<file path="config.mk">
export PLATFORM = sky130hd
export DESIGN_NAME = a2d_spi_resp_flat
export DESIGN_NICKNAME = d
export VERILOG_FILES = /design/src/rtl/a2d_spi_resp_pkg.sv /design/src/rtl/a2d_spi_resp_if.sv /design/src/rtl/a2d_spi_resp_sync.sv /design/src/rtl/a2d_spi_resp.sv /design/src/flat_wrapper.sv
export SDC_FILE = /design/constraint.sdc
export NUM_CORES = 1
export LEC_CHECK = 0
export BUFFER_PORTS_ARGS = -buffer_cell sky130_fd_sc_hd__buf_2
export CORE_MARGIN = 8
export CORE_UTILIZATION = 45
export CTS_CLUSTER_DIAMETER = 100
export DETAILED_ROUTE_END_ITERATION = 10
export PLACE_DENSITY_LB_ADDON = 0.25
export SKIP_CTS_REPAIR_TIMING = 1
export SLEW_MARGIN = 30
export SYNTH_ARGS = -nofsm -noshare
export SYNTH_HDL_FRONTEND = slang
export SYNTH_SLANG_ARGS = --single-unit
export TNS_END_PERCENT = 20
</file>
<file path="constraint.sdc">
create_clock -name clk -period 2.3 [get_ports clk]
set_input_delay 0.46 -clock clk [delete_from_list [all_inputs] [get_ports clk]]
set_output_delay 0.46 -clock clk [all_outputs]
set_load 0.05 [all_outputs]
</file>
<file path="src/rtl/a2d_spi_resp_pkg.sv">
// Shared types and constants for the A2D SPI responder slice.
// Latency: n/a (package only).
// Backpressure: n/a (package only).
package a2d_pkg;

  typedef enum logic [1:0] {
    IDLE  = 2'd0,
    SHIFT = 2'd1,
    DONE  = 2'd2
  } state_t;

  localparam int FRAME_BITS = 16;
  localparam int CHNL_MSB   = 13;
  localparam int CHNL_LSB   = 11;
  localparam int RES_W      = 12;

  // Fibonacci LFSR for x^8+x^6+x^5+x^4+1, shifting left; the taps mask
  // selects state bits 7,5,4,3 whose XOR becomes the new LSB.
  localparam logic [7:0] LFSR_SEED = 8'hA5;
  localparam logic [7:0] LFSR_TAPS = 8'hB8;

  function automatic logic [7:0] lfsr_step(input logic [7:0] s);
    return {s[6:0], ^(s & LFSR_TAPS)};
  endfunction

endpackage

</file>
<file path="src/rtl/a2d_spi_resp_if.sv">
// SPI link plus parent lookup/command port bundle for the A2D responder.
// Latency: n/a (wires only).
// Backpressure: none; SPI is master-paced, cmd_vld is a bare pulse.
// Signals: SS_n/SCLK/MOSI (master->slave), MISO (slave->master),
//          rd_chnnl (slave->parent), rd_data (parent->slave, combinational),
//          cmd/cmd_vld (slave->parent).
interface a2d_spi_resp_if;
  logic        SS_n;
  logic        SCLK;
  logic        MOSI;
  logic        MISO;
  logic [2:0]  rd_chnnl;
  logic [11:0] rd_data;
  logic [15:0] cmd;
  logic        cmd_vld;

  modport slave (
    input  SS_n, SCLK, MOSI, rd_data,
    output MISO, rd_chnnl, cmd, cmd_vld
  );

  modport master (
    output SS_n, SCLK, MOSI, rd_data,
    input  MISO, rd_chnnl, cmd, cmd_vld
  );
endinterface

</file>
<file path="src/rtl/a2d_spi_resp_sync.sv">
// Three-flop synchroniser with level and edge outputs for one async input.
// Latency: level 2 clk, rise/fall pulse 2 clk after the input transition.
// Backpressure: none.
// Ports: clk, rst_n, i_async (raw input), o_lvl (synced level),
//        o_rise/o_fall (one-clk edge pulses). RST_VAL is the idle level.
module spi_sync_edge #(
  parameter logic RST_VAL = 1'b1
) (
  input  logic clk,
  input  logic rst_n,
  input  logic i_async,
  output logic o_lvl,
  output logic o_rise,
  output logic o_fall
);

  logic r_s1, r_s2, r_s3;

  // Reset to the idle level so that leaving reset never fakes an edge.
  always_ff @(posedge clk or negedge rst_n) begin
    if (!rst_n) begin
      r_s1 <= RST_VAL;
      r_s2 <= RST_VAL;
      r_s3 <= RST_VAL;
    end else begin
      r_s1 <= i_async;
      r_s2 <= r_s1;
      r_s3 <= r_s2;
    end
  end

  assign o_lvl  = r_s2;
  assign o_rise = r_s2 & ~r_s3;
  assign o_fall = ~r_s2 & r_s3;

endmodule

</file>
<file path="src/rtl/a2d_spi_resp.sv">
// SPI mode-3 responder emulating an 8-channel ADC128S-style converter.
// Latency: MISO follows SCLK fall within 3 clk; cmd/cmd_vld 2-3 clk after SS_n rise.
// Backpressure: none; the master paces the link, cmd_vld is a one-clk pulse.
// Ports: clk, rst_n (async active-low), bus (a2d_spi_resp_if.slave).
// Parameters: RST_CHNNL (channel answered in first frame after reset),
//             PAD (upper 4 bits of each response).
// Optional: define A2D_NOISE_EN to XOR an 8-bit LFSR's [1:0] into response LSBs.
module a2d_spi_resp
  import a2d_pkg::*;
#(
  parameter logic [2:0] RST_CHNNL = 3'd0,
  parameter logic [3:0] PAD       = 4'h0
) (
  input  logic           clk,
  input  logic           rst_n,
  a2d_spi_resp_if.slave  bus
);

  localparam logic [1:0] ST_IDLE  = IDLE;
  localparam logic [1:0] ST_SHIFT = SHIFT;
  localparam logic [1:0] ST_DONE  = DONE;
  localparam logic [4:0] FULL_CNT = 5'(FRAME_BITS);

  // Synchronised inputs
  logic w_ss_lvl, w_ss_rise, w_ss_fall;
  logic w_sclk_lvl, w_sclk_rise, w_sclk_fall;
  logic w_mosi, w_unused_mosi_rise, w_unused_mosi_fall;
  logic w_unused_sclk_lvl;

  spi_sync_edge #(.RST_VAL(1'b1)) u_sync_ss (
    .clk(clk), .rst_n(rst_n), .i_async(bus.SS_n),
    .o_lvl(w_ss_lvl), .o_rise(w_ss_rise), .o_fall(w_ss_fall)
  );

  spi_sync_edge #(.RST_VAL(1'b1)) u_sync_sclk (
    .clk(clk), .rst_n(rst_n), .i_async(bus.SCLK),
    .o_lvl(w_sclk_lvl), .o_rise(w_sclk_rise), .o_fall(w_sclk_fall)
  );

  spi_sync_edge #(.RST_VAL(1'b0)) u_sync_mosi (
    .clk(clk), .rst_n(rst_n), .i_async(bus.MOSI),
    .o_lvl(w_mosi), .o_rise(w_unused_mosi_rise), .o_fall(w_unused_mosi_fall)
  );

  assign w_unused_sclk_lvl = w_sclk_lvl;

  // State
  logic [1:0]       r_state;
  logic [4:0]       r_bit_cnt;
  logic [15:0]      r_rx_shft;
  logic [15:0]      r_tx_shft;
  logic [15:0]      r_cmd;
  logic             r_cmd_vld;
  logic [2:0]       r_rd_chnnl;
  logic             r_restart;

  logic [15:0]      w_rx_nxt;
  logic [4:0]       w_cnt_nxt;
  logic             w_full;
  logic             w_frame_done;
  logic             w_start;
  logic [15:0]      w_tx_load;

  // Receive path: sample on synced SCLK rise while shifting.
  always_comb begin
    w_rx_nxt  = r_rx_shft;
    w_cnt_nxt = r_bit_cnt;
    if (r_state == ST_SHIFT && w_sclk_rise) begin
      w_rx_nxt  = {r_rx_shft[14:0], w_mosi};
      w_cnt_nxt = r_bit_cnt + 5'd1;
    end
  end

  assign w_full = (w_cnt_nxt == FULL_CNT);

  // A frame completes on SS_n rise once 16 bits are in (including a rise
  // landing in the same cycle), or on an illegal SS_n fall while in DONE,
  // which is treated as an implied rise followed by a fresh frame.
  assign w_frame_done = ((r_state == ST_SHIFT) && w_ss_rise && w_full) ||
                        ((r_state == ST_DONE)  && (w_ss_rise || w_ss_fall));

  // r_restart delays the implied frame start by one clk so the tx load sees
  // rd_data for the channel just captured.
  assign w_start = (r_state == ST_IDLE) && (w_ss_fall || r_restart);

`ifdef A2D_NOISE_EN
  logic [7:0] r_lfsr;

  always_ff @(posedge clk or negedge rst_n) begin
    if (!rst_n) begin
      r_lfsr <= LFSR_SEED;
    end else if (w_frame_done) begin
      r_lfsr <= lfsr_step(r_lfsr);
    end
  end

  assign w_tx_load = {PAD, bus.rd_data ^ {10'h000, r_lfsr[1:0]}};
`else
  assign w_tx_load = {PAD, bus.rd_data};
`endif

  always_ff @(posedge clk or negedge rst_n) begin
    if (!rst_n) begin
      r_state    <= ST_IDLE;
      r_bit_cnt  <= 5'd0;
      r_rx_shft  <= 16'h0000;
      r_tx_shft  <= 16'h0000;
      r_cmd      <= 16'h0000;
      r_cmd_vld  <= 1'b0;
      r_rd_chnnl <= RST_CHNNL;
      r_restart  <= 1'b0;
    end else begin
      r_cmd_vld <= 1'b0;
      r_restart <= 1'b0;

      if (w_frame_done) begin
        r_cmd      <= w_rx_nxt;
        r_cmd_vld  <= 1'b1;
        r_rd_chnnl <= w_rx_nxt[CHNL_MSB:CHNL_LSB];
      end

      case (r_state)
        ST_IDLE: begin
          if (w_start) begin
            r_tx_shft <= w_tx_load;
            r_rx_shft <= 16'h0000;
            r_bit_cnt <= 5'd0;
            r_state   <= ST_SHIFT;
          end
        end

        ST_SHIFT: begin
          r_rx_shft <= w_rx_nxt;
          r_bit_cnt <= w_cnt_nxt;
          // The first fall precedes any rise and must not disturb the MSB.
          if (w_sclk_fall && r_bit_cnt != 5'd0) begin
            r_tx_shft <= {r_tx_shft[14:0], 1'b0};
          end
          if (w_ss_rise) begin
            r_state <= ST_IDLE;
          end else if (w_full) begin
            r_state <= ST_DONE;
          end
        end

        ST_DONE: begin
          if (w_ss_rise) begin
            r_state <= ST_IDLE;
          end else if (w_ss_fall) begin
            r_state   <= ST_IDLE;
            r_restart <= 1'b1;
          end
        end

        default: r_state <= ST_IDLE;
      endcase
    end
  end

  assign bus.MISO     = ~w_ss_lvl & r_tx_shft[15];
  assign bus.cmd      = r_cmd;
  assign bus.cmd_vld  = r_cmd_vld;
  assign bus.rd_chnnl = r_rd_chnnl;

endmodule

</file>
<file path="src/flat_wrapper.sv">
// flat-port wrapper written by rule: the top's interface ports become plain ports
module a2d_spi_resp_flat import a2d_pkg::*;
#(
  parameter logic [2:0] RST_CHNNL = 3'd0,
  parameter logic [3:0] PAD       = 4'h0
)
  (clk, rst_n, bus_SS_n, bus_SCLK, bus_MOSI, bus_rd_data, bus_MISO, bus_rd_chnnl, bus_cmd, bus_cmd_vld);
  a2d_spi_resp_if bus_i ();
  input  logic clk;
  input  logic rst_n;
  input wire logic [$bits(bus_i.SS_n)-1:0] bus_SS_n;
  input wire logic [$bits(bus_i.SCLK)-1:0] bus_SCLK;
  input wire logic [$bits(bus_i.MOSI)-1:0] bus_MOSI;
  input wire logic [$bits(bus_i.rd_data)-1:0] bus_rd_data;
  output wire logic [$bits(bus_i.MISO)-1:0] bus_MISO;
  output wire logic [$bits(bus_i.rd_chnnl)-1:0] bus_rd_chnnl;
  output wire logic [$bits(bus_i.cmd)-1:0] bus_cmd;
  output wire logic [$bits(bus_i.cmd_vld)-1:0] bus_cmd_vld;
  assign bus_i.SS_n = bus_SS_n;
  assign bus_i.SCLK = bus_SCLK;
  assign bus_i.MOSI = bus_MOSI;
  assign bus_i.rd_data = bus_rd_data;
  assign bus_MISO = bus_i.MISO;
  assign bus_rd_chnnl = bus_i.rd_chnnl;
  assign bus_cmd = bus_i.cmd;
  assign bus_cmd_vld = bus_i.cmd_vld;
  a2d_spi_resp #(.RST_CHNNL(RST_CHNNL), .PAD(PAD)) u_core (.clk(clk), .rst_n(rst_n), .bus(bus_i));
endmodule
</file>
==> results.ini, run 1 <==
[outcome]
outcome = complete, no violations

[synthesis]
yosysSeqAreaShare = 0.572
yosysUniqueCellTypes = 31
netlist_instances = 238
syn_avg_cell_area_um2 = 12.0
syn_area_um2 = 2860
post-synth-top-area-cell = dfrtp_1
ys_top_cells_by_area = dfrtp_1 52%, mux2i_1 12%, dfstp_2 5.5%, mux2_2 5.1%, o21ai_0 4.2%
synth_top_cell_area_share = 0.516
synth-seq-cells = 65
synth_fp_nets = 260
ys_warn_count = 0

[setup_path]
cp.arrival_ns = 2.43
worst-path-buf-inv = 2
worst-setup-path-type = reg -> reg
path_max_fanout = 7
path_delay_family = compound AO/OA/AOI/OAI gates
cp-end-kind = register
cpMostUsedCell = buf_4
crit_slowest_cell = dfstp_2
critPathRequiredTime_ns = 2.57
path_cells = and4bb_1, nand2_1, o32a_1, o32ai_4, buf_4, buf_4, mux2i_1
cpPeakStageDelay_ns = 0.55
crit_path_start_kind = register

[worst_hold_path]
hold_class = in -> reg

[floorplanning]
num_rows = 29
dieWidth_um = 95.7
coreArea_um2 = 6240
dieArea_um2 = 9160
io_pins = 38
fp.dieH_um = 95.7
initial_core_util = 0.458

[power]
p_per_area_nw_per_um2 = 779
p_leak_nw = 1.62
peakVddDrop_mv = 0.608

[clock_network]
cts_tree = done
cts.clk_slew.worst_paths_ns = 0.08
clk_latency_ns = 0.35
cts_buffers = 9
cts_buffer_depth = 2
cts-root-buf = clkbuf_8
h-tree-depth = 3
cts.sinks = 65

[routing]
post_drt_via_cell_ratio = 5.03
vias = 1872
drtIter0Drc = 44
wire_per_inst_um = 14.8
drc_errors = 0
wl_um = 5520
ant_nets = 0
drtPass1Iterations = 4

[global_route]
grt_start_max_net_pins = 62
grt-ovfl-total = 0
grt_pass1_vias = 1996
grt_pass1_wl_um = 9280
track_usage = 0.133
antenna_found_initial = 0

[placed_design]
dpl-instance-area_um2 = 3190
hpwl_um = 3760
io_buffer_count = 37
routabilityCongestion = 0.735

[sta]
rsz0062_at_grt = true
finalHoldViolations = 0
fmax_mhz = 462
worst_slew_pin_slew_ns = 0.492
finalSetupViolCount = 0
fin_crit_sh = 0.941
slew_violations = 0
period_needed_ns = 2.16
skew_ns = 0.0114
worst_hold_slack_ns = 0.205
maxSlewHeadroom = 0.671

[layout]
fill_cells = 565
drive_above_1_share = 0.312
area_growth_pct = 18.9
fin_nets = 312
diodes = 0
stdcell_area_um2 = 3400

[run]
maxCapViolCount = 0

-- cells in the final DEF (no fill, tap or decap), drive strengths merged, types with 2 or more instances in the layout --
cell type	instances
mux2	13
xor2	2
nor3	2
nor2b	2
a21oi	3
ha	5
a22o	12
mux2i	33
inv	15
nand2b	4
o21ai	24
clkinvlp	3
clkbuf	12
nor2	5
buf	54
nor4b	2
nand2	26
dfstp	6
dfrtp	59
nand3	2
-- synth_stat cells --
library cell	number
a22o_1	12
xor2_1	2
a41oi_1	1
or2_2	1
nor3_1	2
buf_6	1
mux2i_1	33
o32ai_4	1
dfrtp_1	59
and4bb_1	1
o32a_1	1
buf_4	4
nor2_1	5
mux2_2	13
a211oi_1	1
nor4b_2	1
buf_2	3
clkbuf_1	6
o2bb2ai_1	1
nand2_1	26
dfstp_2	6
nand2b_1	4
ha_1	5
o21ai_0	24
a21oi_1	3
o21bai_1	1
inv_1	15
nand4_1	1
nand3_1	2
nor4b_1	1
nor2b_1	2
-- metal layers --
layer  wire (um)  vias up  global-route usage
met1        2580      907               0.160
met4          73        0              0.0615
met2        2640       29               0.210
li1            -      930                   -
met3         231        6              0.0476
met5           0        -                   0
-- where the power goes --
| part | switching, mW | internal [mW] | leakage, nW | total, mW |
|---|---|---|---|---|
| clock network | 0.439 | 0.448 | 0.0846 | 0.887 |
| logic | 0.227 | 0.181 | 0.677 | 0.408 |
| registers | 0.0772 | 1.28 | 0.862 | 1.35 |
-- sequential cells by signal (all words and copies together) (netlist names), 2 cells and up --
name and count:
u_core.r_tx_shft 16, u_core.r_bit_cnt 5, u_core.bus.cmd 14, u_core.bus.rd_chnnl 2
u_core.r_rx_shft 16, u_core.r_state 2
-- cell families (layout without fill, tap and decap cells) --
| logic type | after synthesis | in the layout | share of synthesized area |
|---|---|---|---|
| simple gates | 46 | 46 | 0.0779 |
| flops | 65 | 65 | 0.572 |
| compound gates | 45 | 45 | 0.109 |
| fa+ha+maj | 5 | 5 | 0.0219 |
| buf+inv | 29 | 86 | 0.0473 |
| xor+xnor | 2 | 2 | 0.00613 |
| mux | 46 | 46 | 0.167 |
-- stage by stage --
step | setup WS, ns | cells | util | TNS, ns | total power, mW
after detailed placement | -0.0473 | 353 | 0.511 | -0.163 | 1.79
after CTS | -0.0661 | 369 | 0.540 | -0.279 | 2.67
after global placement | 0.0644 | 353 | 0.511 | 0 | 1.77
after global routing | 0.00145 | 372 | 0.545 | 0 | 2.78
final | 0.137 | 372 | 0.545 | 0 | 2.65
after floorplan | 0.107 | 238 | - | 0 | 1.63
-- final timing paths --
check                                    startpoint                  endpoint  slack (ns)  cells past startpoint
setup / recovery           u_core.u_sync_sclk.o_lvl        u_core.bus.cmd[10]        0.14                      7
hold / removal                             bus_SS_n     u_core.u_sync_ss.r_s1        0.21                      1
setup reg to reg           u_core.u_sync_sclk.o_lvl        u_core.bus.cmd[10]        0.14                      7
hold reg to reg             u_core.u_sync_sclk.r_s1  u_core.u_sync_sclk.o_lvl        0.36                      0
max in group asynchronous                     rst_n     u_core.u_sync_ss.r_s3        1.25                      3
min in group asynchronous                     rst_n         u_core.bus.cmd[4]        0.48                      2
-- area by class of cell --
class | count | area (um^2) | area share
Tap cell | 77 | 96.3 | 0.0283
Multi-Input combinational cell | 144 | 1090 | 0.321
Clock buffer | 12 | 155 | 0.0456
Sequential cell | 65 | 1630 | 0.481
Inverter | 15 | 56.3 | 0.0166
Timing Repair Buffer | 55 | 339 | 0.0997
Clock inverter | 4 | 27.5 | 0.00809
No activity file was read; power rests on OpenSTA's default activity.
==> run 2: changes to the inputs <==
--- a/config.mk
+++ b/config.mk
@@ -15,5 +15,6 @@
 export SLEW_MARGIN = 30
 export SYNTH_ARGS = -nofsm -noshare
 export SYNTH_HDL_FRONTEND = slang
+export SYNTH_HIERARCHICAL = 1
 export SYNTH_SLANG_ARGS = --single-unit
 export TNS_END_PERCENT = 20
==> results.ini, run 2 <==
[setup_path]
crit_path_start = u_core/r_bit_cnt[1]
cp.arrival_ns = 2.44  ; about the same
path_max_fanout = 8  ; +1
cpPeakStageDelay_ns = 0.36  ; -0.19 ns
critPathRequiredTime_ns = 2.52  ; -0.05 ns
worst-setup-path-type = reg -> reg
crit_slowest_cell = dfrtp_1
timing.rr.start = u_core/r_bit_cnt[1]
cp-end-kind = register
crit_path_start_kind = register
path_delay_family = compound AO/OA/AOI/OAI gates
path_cells = inv_1, ha_1, and3b_1, o211a_1, a41o_1, a31oi_4, buf_4, mux2_2
worst-path-buf-inv = 2  ; unchanged

[sta]
period_needed_ns = 2.22  ; +0.0587 ns
maxSlewHeadroom = 0.704  ; +0.0332
rsz0062_at_grt = false
tns_ns = 0  ; unchanged
slew_violations = 0  ; unchanged
finalSetupViolCount = 0  ; unchanged
fin_ws_ns = 0.0779  ; -0.0587 ns
fmax_mhz = 450  ; -2.6%
worst_slew_pin_slew_ns = 0.438  ; -0.0543 ns
finalHoldViolations = 0  ; unchanged
skew_ns = 0.0116  ; +0.000201 ns
fin_crit_sh = 0.966  ; +0.0255

[clock_network]
clk_latency_ns = 0.34  ; about the same
cts_buffer_depth = 2  ; unchanged
cts.sinks = 65  ; unchanged
cts_tree = done
cts-root-buf = clkbuf_8
cts_buffers = 9  ; unchanged
cts.clk_slew.worst_paths_ns = 0.07  ; about the same
h-tree-depth = 3  ; unchanged

[routing]
drtPass1Iterations = 4  ; unchanged
drc_errors = 0  ; unchanged
wire_per_inst_um = 14.2  ; -4.6%
ant_nets = 0  ; unchanged
vias = 1994  ; +6.5%
drtIter0Drc = 86  ; +95%
wl_um = 5550  ; +0.51%
post_drt_via_cell_ratio = 5.09  ; +1.1%

[synthesis]
ys_warn_count = 6  ; +6
syn_area_um2 = 2910  ; +1.8%
syn_avg_cell_area_um2 = 10.9  ; -9.3%
synth_fp_nets = 286  ; +10%
netlist_instances = 267  ; +12%

[power]
power.share.clock = 0.328  ; -0.007
p_comb_frac = 0.166  ; +0.012
peakVddDrop_mv = 0.459  ; -24%
seqPwrFrac = 0.505  ; -0.006
p_switching_uw = 769  ; +3.5%
cell_internal_pwr_mw = 1.90  ; -0.12%
netSwitchingFraction = 0.288  ; +0.00722
p_per_area_nw_per_um2 = 788  ; +1.2%
p_leak_nw = 1.84  ; +13%

[layout]
diodes = 0  ; unchanged
final_util = 0.537  ; -0.00785
area_growth_pct = 16.5
final_common_cell = nand2_1
drive_above_1_share = 0.295  ; -0.0166
stdcell_area_um2 = 3390  ; -0.29%
fin_nets = 330  ; +5.8%
final_cell_mix = 82 x nand2_1, 58 x dfrtp_1, 37 x buf_2, 17 x o21ai_0

[worst_hold_path]
hold_class = in -> async

[floorplanning]
coreArea_um2 = 6310  ; +1.2%
dieWidth_um = 96.4  ; +0.75%
initial_core_util = 0.461  ; +0.00286
fp.dieH_um = 96.4  ; +0.75%
dieArea_um2 = 9300  ; +1.5%
io_pins = 38  ; unchanged
num_rows = 29  ; unchanged

[global_route]
grt_start_max_net_pins = 66  ; +6.5%
grt_pass1_vias = 2049  ; +2.7%
grt_pass1_wl_um = 9410  ; +1.4%
grt-ovfl-total = 0  ; unchanged
antenna_found_initial = 0  ; unchanged
track_usage = 0.133  ; +0.000351

[placed_design]
post-place-ws_ns = 0.00764  ; +0.0549 ns
io_buffer_count = 37  ; unchanged
hpwl_um = 3690  ; -1.8%
dpl-instance-area_um2 = 3200  ; +0.47%
routabilityCongestion = 0.803  ; +9.2%

[run]
maxCapViolCount = 0  ; unchanged

[outcome]
outcome = complete, no violations

[run 2: cell count changes in the layout (fill, tap and decap cells not counted), moves of 2 or more]
cell	previous run	this run
nand3_1	2	0
xor2_1	2	0
and2b_2	0	2
mux2_2	13	7
o21ai_0	24	17
mux2i_1	33	12
buf_4	15	10
ha_1	5	2
inv_1	15	5
mux2_4	0	9
nor2b_1	1	3
nand2_1	26	82
[run 2: cell type report]
class | count | area [um^2]
fill | 619 | 2920
multi-input combinational | 182 | 1180
clock buffer | 11 | 151
inverter | 5 | 18.8
sequential | 65 | 1640
tap | 77 | 96.3
timing repair buffer | 48 | 280
clock inverter | 4 | 28.8
[run 2: metal layers]
| layer | track usage | up-vias | wire length, um |
|---|---|---|---|
| met4 | 0.0744 | 0 | 111 |
| met5 | 0 | - | 0 |
| li1 | - | 985 | - |
| met3 | 0.0518 | 9 | 390 |
| met1 | 0.164 | 952 | 2580 |
| met2 | 0.198 | 48 | 2470 |
[run 2: worst register-to-register path, delay by kind of cell, from the launching register on]
family / cells / cell delay (ns)
AOI/OAI and AO/OA: 3 / 0.66
DFF: 1 / 0.36
muxes: 1 / 0.35
adders and majority gates: 1 / 0.30
buffers and inverters: 2 / 0.26
and+or+nand+nor: 1 / 0.18
[run 2: final timing paths]
path                                            end  slack [ns]  cells past startpoint
hold reg to reg            u_core/u_sync_mosi/o_lvl        0.35                      0
min in group clk              u_core/u_sync_ss/r_s1        0.22                      1
hold / removal                    u_core/bus.cmd[0]        0.12                      2
setup / recovery                  u_core/bus.cmd[9]        0.08                      8
setup reg to reg                  u_core/bus.cmd[9]        0.08                      8
max in group asynchronous   u_core/u_sync_sclk/r_s3        1.85                      2
[run 2: power groups by stage]
stage	clock network (mW)	logic [mW]	registers [mW]
after global placement	0	0.442	1.37
after detailed placement	0	0.452	1.37
after floorplan	0	0.312	1.36
after global routing	0.948	0.520	1.36
final	0.878	0.445	1.35
after CTS	0.907	0.451	1.35
[run 2: through the flow]
step                      total power [mW]  hold slack, ns  cells
after floorplan                       1.67           0.164    267
after global placement                1.81           0.335    377
after detailed placement              1.82           0.340    377
after CTS                             2.71           0.119    392
after global routing                  2.83           0.130    392
final                                 2.67           0.121    392
==> run 3: changes to the inputs <==
--- a/config.mk
+++ b/config.mk
@@ -10,6 +10,7 @@
 export CORE_UTILIZATION = 45
 export CTS_CLUSTER_DIAMETER = 100
 export DETAILED_ROUTE_END_ITERATION = 10
+export GPL_TIMING_DRIVEN = 0
 export PLACE_DENSITY_LB_ADDON = 0.25
 export SKIP_CTS_REPAIR_TIMING = 1
 export SLEW_MARGIN = 30
==> results.ini, run 3 (synthesis gave the netlist of run 2 again) <==
[outcome]
outcome = finished with violations
violations = setup timing

[sta]
fin_ws_ns = -0.0710  ; -0.149 ns
slew_violations = 0  ; unchanged
rsz0062_at_grt = true
maxSlewHeadroom = 0.541  ; -0.164
fmax_mhz = 422  ; -6.3%
worst_hold_slack_ns = 0.223  ; +0.103 ns
worst_slew_pin_slew_ns = 0.689  ; +0.252 ns
fin_crit_sh = 1.03  ; +0.0647
finalSetupViolCount = 16  ; +16
skew_ns = 0.00746  ; -0.00418 ns
period_needed_ns = 2.37  ; +0.149 ns
finalHoldViolations = 0  ; unchanged

[clock_network]
cts_tree = done
cts.clk_slew.worst_paths_ns = 0.07  ; about the same
cts_buffer_depth = 2  ; unchanged
cts_buffers = 9  ; unchanged
clk_latency_ns = 0.33  ; about the same
cts-root-buf = clkbuf_8
cts.sinks = 65  ; unchanged
h-tree-depth = 3  ; unchanged

[placed_design]
hpwl_um = 3840  ; +4.1%
io_buffer_count = 37  ; unchanged
post-place-ws_ns = -0.251  ; -0.259 ns
routabilityCongestion = 0.781  ; -2.7%

[power]
p_leak_nw = 1.97  ; +7.1%
p_comb_frac = 0.172  ; +0.006
p_switching_uw = 784  ; +1.9%
seqPwrFrac = 0.461  ; -0.044
cell_internal_pwr_mw = 2.17  ; +14%
netSwitchingFraction = 0.266  ; -0.0220
peakVddDrop_mv = 0.516  ; +12%
p_per_area_nw_per_um2 = 815  ; +3.4%
power.share.clock = 0.367  ; +0.039

[routing]
route.met3.wl_um = 392  ; +0.51%
wl_met1_um = 2610  ; +1.4%
wire_per_inst_um = 14.1  ; -0.60%
post_drt_via_cell_ratio = 5.09  ; about the same
drtPass1Iterations = 4  ; unchanged
drc_errors = 0  ; unchanged
drtIter0Drc = 116  ; +35%
vias = 2075  ; +4.1%
wl_met2_um = 2690  ; +8.9%
ant_nets = 0  ; unchanged
top_layer_used = met4
wl_um = 5740  ; +3.5%

[setup_path]
cp-end-kind = register
crit_slowest_cell = dfrtp_2
worst-setup-path-type = reg -> reg
cp.arrival_ns = 2.59  ; +0.15 ns
path_delay_family = compound AO/OA/AOI/OAI gates
path_max_fanout = 6  ; -2
crit_path_start_kind = register
cpPeakStageDelay_ns = 0.42  ; +0.06 ns
critPathRequiredTime_ns = 2.52  ; about the same
path_cells = inv_2, ha_4, and3b_1, o211a_1, a41o_1, a31oi_4, clkbuf_16, mux2_4
worst-path-buf-inv = 2  ; unchanged

[floorplanning]
num_rows = 29  ; unchanged
coreArea_um2 = 6310  ; unchanged
io_pins = 38  ; unchanged
initial_core_util = 0.461  ; unchanged
dieArea_um2 = 9300  ; unchanged
dieWidth_um = 96.4  ; unchanged
fp.dieH_um = 96.4  ; unchanged

[layout]
final_util = 0.573  ; +0.0361
fin_nets = 345  ; +4.5%
area_growth_pct = 24.3
diodes = 0  ; unchanged
final_common_cell = nand2_1
drive_above_1_share = 0.320  ; +0.0250
final_cell_mix = 82 x nand2_1, 57 x dfrtp_1, 36 x buf_2, 17 x o21ai_0, 16 x mux2_4

[global_route]
track_usage = 0.130  ; -0.00331
grt_pass1_vias = 2132  ; +4.1%
grt_start_max_net_pins = 49  ; -26%
antenna_found_initial = 0  ; unchanged
grt-ovfl-total = 0  ; unchanged
grt_pass1_wl_um = 9470  ; +0.66%

[worst_hold_path]
hold_class = in -> reg

[run]
maxCapViolCount = 0  ; unchanged

run 3: cell count changes in the layout (fill, tap and decap cells not counted), moves of 2 or more:
| cell | before | now |
|---|---|---|
| buf_4 | 10 | 12 |
| inv_1 | 5 | 3 |
| inv_2 | 0 | 2 |
| mux2_4 | 9 | 16 |
| clkbuf_2 | 0 | 3 |
| bufinv_16 | 0 | 2 |
| clkbuf_1 | 0 | 5 |
| mux2_2 | 7 | 0 |
run 3: worst reg2reg max path, delay by kind of cell, from the launching register on:
family                   cells  cell delay (ns)
flip-flops                   1             0.42
multiplexers                 1             0.29
AO/OA/AOI/OAI                3             0.82
adder cells (fa/ha/maj)      1             0.27
buffers and inverters        2             0.28
AND/OR/NAND/NOR              1             0.18
run 3: per-layer routing:
| metal | vias to the layer above | track usage |
|---|---|---|
| li1 | 1020 | - |
| met1 | 999 | 0.157 |
| met2 | 52 | 0.206 |
| met3 | 4 | 0.0580 |
| met4 | 0 | 0.0391 |
| met5 | - | 0 |
run 3: power groups by stage:
stage               sequential, mW  clock, mW  combinational, mW
finish                        1.36       1.08              0.508
global route                  1.37       1.15              0.577
floorplan                     1.36          0              0.312
detailed placement            1.39          0              0.431
CTS                           1.37       1.11              0.433
global placement              1.38          0              0.410
run 3: layout make-up:
class | count | area, um^2
Buffer | 15 | 93.8
Clock buffer | 11 | 151
Clock inverter | 5 | 77.6
Fill cell | 561 | 2700
Inverter | 5 | 18.8
Multi-Input combinational cell | 182 | 1220
Sequential cell | 65 | 1640
Tap cell | 77 | 96.3
Timing Repair Buffer | 48 | 323
run 3: final timing paths:
check | start | endpoint | slack (ns) | depth (start not counted)
max reg2reg | u_core/r_bit_cnt[0] | u_core/bus.cmd[3] | -0.07 | 8
min in group asynchronous | rst_n | u_core/bus.cmd[0] | 0.54 | 2
min reg2reg | u_core/u_sync_ss/r_s1 | u_core/u_sync_ss/o_lvl | 0.36 | 0
min | bus_SCLK | u_core/u_sync_sclk/r_s1 | 0.22 | 1
max in group asynchronous | rst_n | u_core/u_sync_sclk/o_lvl | 1.19 | 3
max | u_core/r_bit_cnt[0] | u_core/bus.cmd[3] | -0.07 | 8
run 3: metrics by stage:
stage	std cells	setup TNS (ns)	cell area [um^2]	total power, mW
after floorplan	267	0	2910	1.67
after global placement	381	-2.60	3200	1.79
after detailed placement	382	-3.23	3230	1.82
after CTS	398	-3.67	3450	2.91
after global routing	408	-2.09	3620	3.10
final	408	-0.760	3620	2.95
